`config.mk`:
```
export PLATFORM = sky130hd
export DESIGN_NAME = preamble_seq_gen
export DESIGN_NICKNAME = d
export VERILOG_FILES = /design/src/rtl/ctrl_pkg.sv /design/src/rtl/preamble_word_mux.sv /design/src/rtl/preamble_seq_gen.sv
export SDC_FILE = /design/constraint.sdc
export NUM_CORES = 1
export LEC_CHECK = 0
export BUFFER_PORTS_ARGS = -buffer_cell sky130_fd_sc_hd__buf_2
export CORE_ASPECT_RATIO = 0.7
export CORE_MARGIN = 2
export CORE_UTILIZATION = 40
export CTS_BUF_LIST = sky130_fd_sc_hd__clkbuf_4
export CTS_CLUSTER_SIZE = 28
export DETAILED_ROUTE_END_ITERATION = 16
export HOLD_SLACK_MARGIN = 0.08
export MAX_ROUTING_LAYER = met4
export PLACE_DENSITY = 0.64
export SLEW_MARGIN = 20
export SYNTH_ARGS = -nofsm -noshare
export SYNTH_HDL_FRONTEND = slang
export SYNTH_SLANG_ARGS = --single-unit
```
`constraint.sdc`:
```
create_clock -name clk -period 7.55 [get_ports clk]
set_clock_uncertainty 0.05 [all_clocks]
set_input_delay 1.8875 -clock clk [delete_from_list [all_inputs] [get_ports clk]]
set_output_delay 1.8875 -clock clk [all_outputs]
set_load 0.01 [all_outputs]
```
`src/rtl/ctrl_pkg.sv`:
```
// Shared control-path definitions: state encoding and width/word defaults
// used by the control unit and the preamble sequence generator.
package ctrl_pkg;

  localparam int DATA_W_DEF = 32;
  localparam int CNT_W_DEF  = 8;

  localparam logic [31:0] SYNC_WORD_DEF = 32'hA5C3_3C5A;

  typedef enum logic [3:0] {
    ST_IDLE = 4'b0001,
    ST_SEND = 4'b0010,
    ST_SYNC = 4'b0100,
    ST_DONE = 4'b1000
  } state_e;

endpackage

```
`src/rtl/preamble_word_mux.sv`:
```
// Selects the next outgoing word for the state being entered:
// the pattern, its complement, or the SYNC terminator.
module preamble_word_mux
  import ctrl_pkg::*;
#(
  parameter int                DATA_W    = DATA_W_DEF,
  parameter logic [DATA_W-1:0] SYNC_WORD = DATA_W'(SYNC_WORD_DEF)
) (
  input  state_e            state,
  input  logic              odd,
  input  logic [DATA_W-1:0] pat,
  output logic [DATA_W-1:0] word
);

  always_comb begin
    word = '0;
    case (state)
      ST_SEND: word = odd ? ~pat : pat;
      ST_SYNC: word = SYNC_WORD;
      default: word = '0;
    endcase
  end

endmodule

```
`src/rtl/preamble_seq_gen.sv`:
```
// Establishment-phase preamble generator: alternating pattern words
// followed by one SYNC word over a valid/ready link.
module preamble_seq_gen
  import ctrl_pkg::*;
#(
  parameter int                DATA_W    = DATA_W_DEF,
  parameter int                CNT_W     = CNT_W_DEF,
  parameter logic [DATA_W-1:0] SYNC_WORD = DATA_W'(SYNC_WORD_DEF)
) (
  input  logic              clk,
  input  logic              rst,
  input  logic              seq_enable,
  input  logic [CNT_W-1:0]  seq_num,
  input  logic [DATA_W-1:0] seq_data,
  input  logic              tx_ready,
  output logic              tx_valid,
  output logic [DATA_W-1:0] tx_data,
  output logic              tx_last,
  output logic              seq_done,
  output logic              busy
);

  state_e            state, nstate, tgt;
  logic [CNT_W-1:0]  cnt, n_cnt, num, n_num;
  logic [DATA_W-1:0] pat, n_pat, src, word, n_data;
  logic              n_valid, n_last, n_done, n_busy;
  logic              odd, xfer, last_word;

  assign xfer      = tx_valid && tx_ready;
  assign last_word = (cnt == num - CNT_W'(1));

  // Word-select inputs derive only from registered state, never nstate.
  always_comb begin
    tgt = state;
    odd = 1'b0;
    src = pat;
    case (state)
      ST_IDLE: begin
        tgt = (seq_num == '0) ? ST_SYNC : ST_SEND;
        src = seq_data;
      end
      ST_SEND: begin
        tgt = last_word ? ST_SYNC : ST_SEND;
        odd = ~cnt[0];
      end
      default: tgt = state;
    endcase
  end

  preamble_word_mux #(
    .DATA_W    (DATA_W),
    .SYNC_WORD (SYNC_WORD)
  ) u_mux (
    .state (tgt),
    .odd   (odd),
    .pat   (src),
    .word  (word)
  );

  always_comb begin
    nstate  = state;
    n_cnt   = cnt;
    n_num   = num;
    n_pat   = pat;
    n_data  = tx_data;
    n_valid = tx_valid;
    n_last  = tx_last;
    n_done  = seq_done;
    case (state)
      ST_IDLE: begin
        n_valid = 1'b0;
        n_last  = 1'b0;
        n_done  = 1'b0;
        if (seq_enable) begin
          n_pat   = seq_data;
          n_num   = seq_num;
          n_cnt   = '0;
          nstate  = tgt;
          n_valid = 1'b1;
          n_data  = word;
          n_last  = (tgt == ST_SYNC);
        end
      end
      ST_SEND: begin
        if (!seq_enable) begin
          nstate  = ST_IDLE;
          n_valid = 1'b0;
          n_last  = 1'b0;
          n_done  = 1'b0;
        end else if (xfer) begin
          n_cnt  = cnt + CNT_W'(1);
          nstate = tgt;
          n_data = word;
          n_last = (tgt == ST_SYNC);
        end
      end
      ST_SYNC: begin
        if (!seq_enable) begin
          nstate  = ST_IDLE;
          n_valid = 1'b0;
          n_last  = 1'b0;
          n_done  = 1'b0;
        end else if (xfer) begin
          nstate  = ST_DONE;
          n_valid = 1'b0;
          n_last  = 1'b0;
          n_done  = 1'b1;
        end
      end
      ST_DONE: begin
        if (!seq_enable) begin
          nstate = ST_IDLE;
          n_done = 1'b0;
        end
      end
      default: begin
        nstate  = ST_IDLE;
        n_cnt   = '0;
        n_num   = '0;
        n_pat   = '0;
        n_data  = '0;
        n_valid = 1'b0;
        n_last  = 1'b0;
        n_done  = 1'b0;
      end
    endcase
    n_busy = (nstate == ST_SEND) || (nstate == ST_SYNC);
  end

  always_ff @(posedge clk or posedge rst) begin
    if (rst) begin
      state    <= ST_IDLE;
      cnt      <= '0;
      num      <= '0;
      pat      <= '0;
      tx_data  <= '0;
      tx_valid <= 1'b0;
      tx_last  <= 1'b0;
      seq_done <= 1'b0;
      busy     <= 1'b0;
    end else begin
      state    <= nstate;
      cnt      <= n_cnt;
      num      <= n_num;
      pat      <= n_pat;
      tx_data  <= n_data;
      tx_valid <= n_valid;
      tx_last  <= n_last;
      seq_done <= n_done;
      busy     <= n_busy;
    end
  end

endmodule

```
==> flow_metrics.tcl <==
set metrics [dict create \
    clk_pin_slew_ps 140 \
    path_cells "or4b_2 > buf_4 > a2bb2oi_1 > o31ai_4 > buf_4 > nor3_1 > xnor2_1 > nor2_1" \
    cts_tree "yes" \
    synth_edf_count 0 \
    tightest_slew_ps 1020 \
    critPathKind "reg2reg" \
    grt_max_degree 59 \
    final_common_cell "dfrtp_1" \
    rsz0062_at_grt "false" \
    setup_violations 0 \
    layout_common_cells "87 x dfrtp_1, 79 x buf_2, 52 x a22o_1, 35 x nor2_1" \
    critPathMaxFanout 58 \
    grt-ovfl-total 0 \
    ys_warn_count 0 \
    hold_violations 0 \
    rr_worst_depth 8 \
    max_stage_delay_ps 920 \
    cts_sinks 88 \
    post_drt_wl_per_cell_um 17.1 \
    port-buffer-count 79 \
    place_area_sq_um 5200 \
    viasPerCell 5.53 \
    cts.path.max_buffers 2 \
    final_area_sq_um 5430 \
    die_area_sq_um 12700 \
    vias 3726 \
    io_pins 80 \
    synth.distinct_cells 56 \
    leakagePower_nw 2.57 \
    post-route-min-period_ps 3440 \
    ir_drop_mv 0.137 \
    p_per_area_nw_per_um2 283 \
    cp_top_family "simple AND/OR/NAND/NOR gates" \
    antenna_found_initial 1 \
    clk_latency_ps 450 \
    maxCapViolCount 0 \
    max_freq_mhz 291 \
    finalSetupTns_ps 0 \
    maxSlewHeadroom 0.320 \
    drt-pass1-iter-count 4 \
    syn_to_final_growth_pct 14.9 \
    synthesis.area_sq_um 4720 \
    fin_ws_ps 4110 \
    drc_errors 0 \
    drive_above_1_share 0.233 \
    r2r_start "state[0]" \
    worst_ep_required_time_ps 7820 \
    coreArea_sq_um 11600 \
    ys.flop_type "dfrtp_1" \
    cpMostUsedCell "buf_4" \
    ctsHoldBuffers 0 \
    pre_cts_ws_ps 3510 \
    grt_pass1_wl_mm 18.8 \
    reg2reg_setup_slack_ps 4110 \
    whs_endpoint "tx_data[20]" \
    post_cts_buffers 0 \
    rows 33 \
    critical_path_buf_inv_count 2 \
    use_met3 0.0569 \
    hold_path_startpoint "tx_data[20]" \
    cts_made_buffers 9 \
    postRouteAntennaNets 0 \
    dieWidth_um 134 \
    finalWeightedCongestion 0.869 \
    crit_path_start_kind "flop" \
    ys_async_sr_fraction 1.00 \
    r2r-end "cnt[7]" \
    cts_resized 0 \
    die_y_um 94.9 \
    grtUsageMet2 0.279 \
    critPathCaptureType "flop" \
    cp_slowest_cell "or4b_2" \
    grt_use_total 0.195 \
    busiest_layer "met2" \
    dp_hpwl_mm 7.70 \
    fin_crit_sh 0.455 \
    hp-class "reg2reg" \
    routed_wl_mm 11.5 \
    htree_levels 3 \
    nets 555 \
    first_global_vias 3596 \
    clock-root-buffer "clkbuf_4" \
    status "finished clean" \
    hold-path-cell-count 1 \
    ys_seq_area_frac 0.466 \
    drt-initial-drc-count 244 \
    grt_use_met1 0.275 \
    ys_seq_elements 88 \
    netlist_instances 444 \
    syn_avg_cell_area_sq_um 10.6 \
    crit_arrival_ps 3700 \
    syn-num-nets 490 \
    initial_core_util 0.407 \
    final_max_slew_viol_count 0 \
]
registers in the layout, indices dropped and copies added, names as in the netlist:
| name | flops |
|---|---|
| tx_valid | 1 |
| num | 8 |
| state | 4 |
| tx_last | 1 |
| cnt | 8 |
| busy | 1 |
| pat | 32 |
| tx_data | 32 |
| seq_done | 1 |
routing by layer:
metal / up-vias / part of all wire
met2: 121 / 0.43
met4: 0 / 0.0075
met5: - / 0
met1: 1847 / 0.48
met3: 10 / 0.081
li1: 1748 / -
worst max-delay path by stage:
stage	startpoint	to	slack, ps	cells past startpoint
floorplan	rst	busy	3340	1
global placement	tx_ready	tx_data[5]	3610	7
detailed placement	tx_ready	tx_data[28]	3510	7
CTS	tx_ready	tx_data[28]	3950	7
global route	state[2]	cnt[7]	3890	8
finish	state[0]	cnt[7]	4110	8
metrics by stage:
step           hold WS, ps  instances   util  power [W]
2_1_floorplan          406        444      -    0.00105
3_3_place_gp           421        653  0.448    0.00119
3_5_place_dp           441        653  0.448    0.00120
4_1_cts                474        669  0.464    0.00153
5_1_grt                486        672  0.467    0.00163
6_report               468        674  0.468    0.00154
cell usage after synthesis, types with 3 or more instances:
cell type	n	area, sq um
a21oi_1	25	125
buf_2	14	70.1
nand2_1	32	120
o21ai_1	8	40.0
nor2b_1	6	37.5
a31oi_1	4	25.0
buf_4	4	30.0
buf_6	5	56.3
nand4_1	3	18.8
nor2_1	36	135
nor3_1	9	45.0
xnor2_1	10	87.6
mux2i_1	33	330
o21ai_0	5	25.0
dfrtp_1	87	2180
a22o_1	52	455
xor2_1	33	289
inv_1	8	30.0
clkbuf_1	9	33.8
a41oi_1	15	131
layout make-up:
| class | instances | area (sq um) |
|---|---|---|
| flip-flops and latches | 88 | 2200 |
| repair buffers | 86 | 472 |
| clock inverters | 7 | 110 |
| well taps | 157 | 196 |
| diodes | 3 | 7.51 |
| inverters | 9 | 35.0 |
| clock buffers | 9 | 67.6 |
| multi-input cells | 315 | 2330 |
| fillers | 1072 | 6180 |
cell families (layout without fill, tap and decap cells):
group           count (synthesis)  after routing  synth area share
other cells                     0              3                 0
mux                            34             34            0.0723
simple gates                  109            109             0.118
fa+ha+maj                       2              2           0.00530
xor+xnor                       43             43            0.0797
flops                          88             88             0.466
buf+inv                        41            111            0.0474
compound gates                127            127             0.211
report_power, final:
group | switching (W) | internal, W | leakage [nW]
Clock | 0.000165 | 0.000165 | 0.0910
Sequential | 0.0000746 | 0.000563 | 1.18
Combinational | 0.000322 | 0.000245 | 1.30
Total | 0.000562 | 0.000974 | 2.57
Power figures use the tool's default switching activity.
